`src/rtl/spm_vec.sv`:
```
// -----------------------------------------------------------------------------
// spm_vec -- streaming signed dot-product engine (neuron MAC stage).
//
// Takes LANES signed element pairs per accepted beat. The per-beat sums are
// accumulated over BEATS = VEC_LEN/LANES beats. The finished dot product is
// presented through a single valid/ready output register.
//
// Optional feature macro: SPM_VEC_SAT_EN
//   undefined : q is the low OUT_W bits of the accumulated sum (wraps).
//   defined   : q saturates to the signed OUT_W range, and the extra output
//               sat_flag marks a clamped result.
//
// Ports:
//   clk        rising-edge clock
//   areset     asynchronous reset, active-low
//   clr        synchronous flush of a partial accumulation (blocks input)
//   in_valid   beat present on a_vec / b_vec
//   in_ready   engine can accept a beat (independent of in_valid)
//   a_vec      LANES packed signed elements, lane i = [i*DATA_W +: DATA_W]
//   b_vec      same packing as a_vec
//   out_valid  q holds a completed result
//   out_ready  consumer accepts q
//   q          signed dot product
//   busy       a partial vector is in progress
//   sat_flag   (SPM_VEC_SAT_EN only) delivered q was clamped
// -----------------------------------------------------------------------------
module spm_vec #(
  parameter int DATA_W  = 32,
  parameter int LANES   = 2,
  parameter int VEC_LEN = 8,
  parameter int OUT_W   = 32,
  parameter int ACC_W   = 2*DATA_W + $clog2(VEC_LEN) + 1
) (
  input  logic                    clk,
  input  logic                    areset,
  input  logic                    clr,
  input  logic                    in_valid,
  output logic                    in_ready,
  input  logic [LANES*DATA_W-1:0] a_vec,
  input  logic [LANES*DATA_W-1:0] b_vec,
  output logic                    out_valid,
  input  logic                    out_ready,
  output logic signed [OUT_W-1:0] q,
  output logic                    busy
`ifdef SPM_VEC_SAT_EN
  ,
  output logic                    sat_flag
`endif
);

  localparam int BEATS = VEC_LEN / LANES;
  localparam int CNT_W = (BEATS > 1) ? $clog2(BEATS) : 1;
  localparam logic [CNT_W-1:0] LAST_BEAT = CNT_W'(BEATS - 1);

  logic signed [ACC_W-1:0] acc;
  logic [CNT_W-1:0]        beat_cnt;

  logic signed [ACC_W-1:0] prod_ext [LANES];
  logic signed [ACC_W-1:0] beat_sum;
  logic signed [ACC_W-1:0] total;
  logic [OUT_W-1:0]        q_next;
  logic                    last_beat;
  logic                    accept;
  logic                    final_accept;

  // One full-width signed product per lane. The operands are widened
  // explicitly, so the multiply keeps all 2*DATA_W result bits.
  for (genvar i = 0; i < LANES; i++) begin : g_lane
    logic signed [2*DATA_W-1:0] a_ext;
    logic signed [2*DATA_W-1:0] b_ext;
    logic signed [2*DATA_W-1:0] prod;

    assign a_ext = {{DATA_W{a_vec[i*DATA_W + DATA_W-1]}}, a_vec[i*DATA_W +: DATA_W]};
    assign b_ext = {{DATA_W{b_vec[i*DATA_W + DATA_W-1]}}, b_vec[i*DATA_W +: DATA_W]};
    assign prod  = a_ext * b_ext;
    assign prod_ext[i] = ACC_W'(prod);
  end

  // NOTE: every variable assigned in always_comb gets a default first, so no
  // path through the block can leave it unassigned and infer a latch.
  always_comb begin
    beat_sum = '0;
    for (int i = 0; i < LANES; i++) begin
      beat_sum = beat_sum + prod_ext[i];
    end
  end

  assign total = acc + beat_sum;

`ifdef SPM_VEC_SAT_EN
  logic sat_next;

  // total fits in OUT_W signed bits exactly when the bits from OUT_W-1 upward
  // are all copies of the sign.
  always_comb begin
    q_next   = total[OUT_W-1:0];
    sat_next = 1'b0;
    if (!(&total[ACC_W-1:OUT_W-1]) && (|total[ACC_W-1:OUT_W-1])) begin
      sat_next = 1'b1;
      q_next   = total[ACC_W-1] ? {1'b1, {(OUT_W-1){1'b0}}}
                                : {1'b0, {(OUT_W-1){1'b1}}};
    end
  end
`else
  logic unused_total_hi;

  assign q_next          = total[OUT_W-1:0];
  assign unused_total_hi = ^(total >> OUT_W);
`endif

  assign last_beat = (beat_cnt == LAST_BEAT);

  // Only the final beat must wait for a held result; clr blocks all input.
  assign in_ready     = !clr && !(last_beat && out_valid && !out_ready);
  assign accept       = in_valid && in_ready;
  assign final_accept = accept && last_beat;
  assign busy         = (beat_cnt != '0);

  // NOTE: sequential state uses non-blocking assignments only, so every
  // register samples the values from before the clock edge.
  always_ff @(posedge clk or negedge areset) begin
    if (!areset) begin
      acc      <= '0;
      beat_cnt <= '0;
    end else if (clr) begin
      acc      <= '0;
      beat_cnt <= '0;
    end else if (accept) begin
      if (last_beat) begin
        acc      <= '0;
        beat_cnt <= '0;
      end else begin
        acc      <= total;
        beat_cnt <= beat_cnt + CNT_W'(1);
      end
    end
  end

  // Output register: holds while stalled, and is reloaded by a new final beat
  // even in the same cycle that the old result is consumed.
  always_ff @(posedge clk or negedge areset) begin
    if (!areset) begin
      out_valid <= 1'b0;
      q         <= '0;
`ifdef SPM_VEC_SAT_EN
      sat_flag  <= 1'b0;
`endif
    end else if (final_accept) begin
      out_valid <= 1'b1;
      q         <= q_next;
`ifdef SPM_VEC_SAT_EN
      sat_flag  <= sat_next;
`endif
    end else if (out_valid && out_ready) begin
      out_valid <= 1'b0;
    end
  end

endmodule

```
`config.mk`:
```
export PLATFORM = sky130hd
export DESIGN_NAME = spm_vec
export DESIGN_NICKNAME = d
export VERILOG_FILES = /design/src/rtl/spm_vec.sv
export SDC_FILE = /design/constraint.sdc
export NUM_CORES = 2
export LEC_CHECK = 0
export ABC_AREA = 1
export BUFFER_PORTS_ARGS = -buffer_cell sky130_fd_sc_hd__buf_4
export CAP_MARGIN = 20
export CORE_ASPECT_RATIO = 0.75
export CORE_MARGIN = 1
export CORE_UTILIZATION = 60
export CTS_CLUSTER_SIZE = 14
export DETAILED_ROUTE_END_ITERATION = 6
export PLACE_DENSITY = 0.81
export RECOVER_POWER = 50
export SYNTH_ARGS = -nofsm -noshare
export SYNTH_HDL_FRONTEND = slang
export SYNTH_SLANG_ARGS = --single-unit
export TNS_END_PERCENT = 30
```
`constraint.sdc`:
```
create_clock -name clk -period 5.8 [get_ports clk]
set_input_delay 0 -clock clk [delete_from_list [all_inputs] [get_ports clk]]
set_output_delay 0 -clock clk [all_outputs]
set_load 0.02 [all_outputs]
```
==> impl_metrics.json <==
{
  "hp-class": "in -> reg",
  "yosysWarnings": 0,
  "drive_gt1_share_pct": 16.4,
  "cts.sinks": 67,
  "dieArea_mm2": 0.0650,
  "rsz0062_at_grt": "yes",
  "r2r_cells": 20,
  "grt_use_total_pct": 34.0,
  "synthArstFlopShare_pct": 100,
  "syn_area_mm2": 0.0384,
  "hold_violations": 0,
  "io_pins": 168,
  "min_period_ns": 7.10,
  "timing.rr.start": "acc[18]",
  "place_area_mm2": 0.0429,
  "skew_ns": 0.00690,
  "postRouteAntennaNets": 0,
  "endpoint_kind": "register",
  "cp.required_ns": 6.02,
  "hold_depth": 5,
  "timing.critical_path.to": "acc[30]",
  "portBuffers": 167,
  "startpoint": "a_vec[7]",
  "antenna_found_initial": 3,
  "max_cap_viol_count": 1,
  "arrival_ns": 7.32,
  "htree_levels": 3,
  "vias": 32300,
  "finalWirelength_um": 108000,
  "relSlewSlack_pct": -132,
  "die_h_um": 221,
  "final_max_slew_viol_count": 68,
  "setup_viol": 48,
  "avgRoutedWirePerCell_um": 17.5,
  "cts_buffer_depth": 2,
  "drcViolationCount": 0,
  "nets": 6689,
  "yosysUniqueCellTypes": 43,
  "hpwl_um": 89300,
  "synth_ff_type": "dfrtp_1",
  "violations": "max-capacitance violations, max-slew violations, negative setup slack",
  "critPathSlowestCell": "fa_1",
  "synth-seq-area-share_pct": 4.37,
  "cp-start-kind": "input port",
  "syn_to_final_growth_pct": 18.5,
  "critPathMaxFanout": 11,
  "final_cell_mix": "1612 x inv_1, 1373 x nand2_1, 846 x fa_1",
  "initial_core_util_pct": 61.3,
  "fin_crit_sh_pct": 122,
  "grt_max_degree": 68,
  "fin_area_mm2": 0.0454,
  "worst_path_most_repeated_cell": "fa_1",
  "cts_tree": "built",
  "syn_avg_cell_area_um2": 7.75,
  "reg2reg_to": "acc[26]",
  "clkSlewWorstSetupHoldPaths_ns": 0.06,
  "syn_nets": 6304,
  "drt_iter0_drc": 2906,
  "worst_pin_slew_ns": 3.49,
  "max_stage_delay_ns": 0.56,
  "die_x_um": 294,
  "place.gp.congestion": 0.966,
  "rrSetupSlack_ns": -0.31,
  "synth-edff-count": 0,
  "root_buffer": "clkbuf_16",
  "insertion_delay_ns": 0.33,
  "path_class": "in -> reg",
  "std_cell_rows": 79,
  "hp-start": "in_valid",
  "core-area_mm2": 0.0626,
  "synth_cells": 4950,
  "grt_pass1_wl_um": 174000,
  "via_per_inst": 5.21,
  "yosys_register_bits": 67,
  "cts_buffers": 9,
  "layout_commonest_cell": "inv_1",
  "grt_pass1_vias": 34400,
  "outcome": "complete, but fails checks",
  "first_pass_iters": 6,
  "setup_ws_ns": -1.30,
  "clock.fmax_mhz": 141,
  "grt_overflow": 0
}
## flip-flops by register name, summed over array words and instances (netlist names)
signal / cells
acc: 32
q: 32
beat_cnt: 2
out_valid: 1
## per-stage QoR
stage	setup WS [ns]	TNS [ns]	std cells	utilization, %	hold slack [ns]
6_report	-1.30	-40.97	6193	72.6	0.0738
3_5_place_dp	-1.81	-66.33	6122	68.6	0.151
5_1_grt	-1.46	-49.53	6192	72.6	0.0917
2_1_floorplan	-1.15	-38.69	4950	-	-0.296
3_3_place_gp	-1.78	-61.63	6122	68.6	0.151
4_1_cts	-1.15	-35.83	6181	71.8	0.0613
## worst min-delay path by stage
stage,endpoint,slack [ns]
after global routing,beat_cnt[1],0.09
after global placement,out_valid,0.15
after detailed placement,out_valid,0.15
after CTS,beat_cnt[1],0.06
final,beat_cnt[1],0.07
after floorplan,acc[0],-0.30
## cells in the mapped netlist (4+ instances only)
cell type / n / share of area (%)
o21ai_1: 7 / 0.091
fa_1: 900 / 47
buf_2: 26 / 0.34
clkbuf_1: 147 / 1.4
inv_1: 1675 / 16
nand2_1: 1424 / 14
dfrtp_1: 67 / 4.4
ha_1: 321 / 10
nor3_1: 4 / 0.052
o21ai_0: 57 / 0.74
nand3b_1: 9 / 0.18
o211ai_1: 4 / 0.078
nor2_1: 17 / 0.17
a21oi_1: 30 / 0.39
or2_2: 5 / 0.082
xor2_1: 23 / 0.53
buf_1: 23 / 0.23
inv_2: 15 / 0.15
buf_4: 14 / 0.27
nand4_1: 10 / 0.16
xnor2_1: 28 / 0.64
nand3_1: 88 / 1.1
a32o_1: 7 / 0.18
buf_6: 5 / 0.15
nand2_2: 13 / 0.21
## final cells by class
cell class | instances | area (um^2)
clock inverters | 6 | 113
flip-flops and latches | 67 | 1680
diodes | 3 | 7.51
clock buffers | 10 | 239
repair buffers | 590 | 5390
inverters | 1693 | 6350
multi-input cells | 2974 | 30600
well taps | 850 | 1060
fillers | 4250 | 17100
## per-layer routing
metal | routed length (um) | vias up | global-route usage, %
met4 | 5860 | 2 | 14.7
li1 | - | 14400 | -
met3 | 10600 | 383 | 5.12
met5 | 17 | - | 0
met1 | 40400 | 15800 | 45.7
met2 | 51300 | 1719 | 54.9
## repair_timing
action / CTS / global route
gates cloned: 2 / 0
resized for setup: 346 / 183
endpoints found under the hold margin: 68 / 0
hold buffers: 2 / 0
endpoints found under the setup margin: 48 / 50
buffers inserted: 40 / 11
pin swaps: 135 / 164
## cell families after synthesis
| logic type | count (synthesis) | synth area share, % |
|---|---|---|
| fa+ha+maj | 1221 | 57.4 |
| buf+inv | 1909 | 19.0 |
| xor+xnor | 51 | 1.16 |
| flops | 67 | 4.37 |
| compound gates | 122 | 1.89 |
| simple gates | 1580 | 16.1 |
## critical path: cells and delay by family
family | cells | cell delay (ns)
fa+ha+maj | 11 | 5.39
compound gates | 1 | 0.21
buf+inv | 11 | 0.86
simple gates | 6 | 0.85
Power is not shown: default switching activity piles up to over one toggle a cycle in this logic, so the estimate is an artifact.
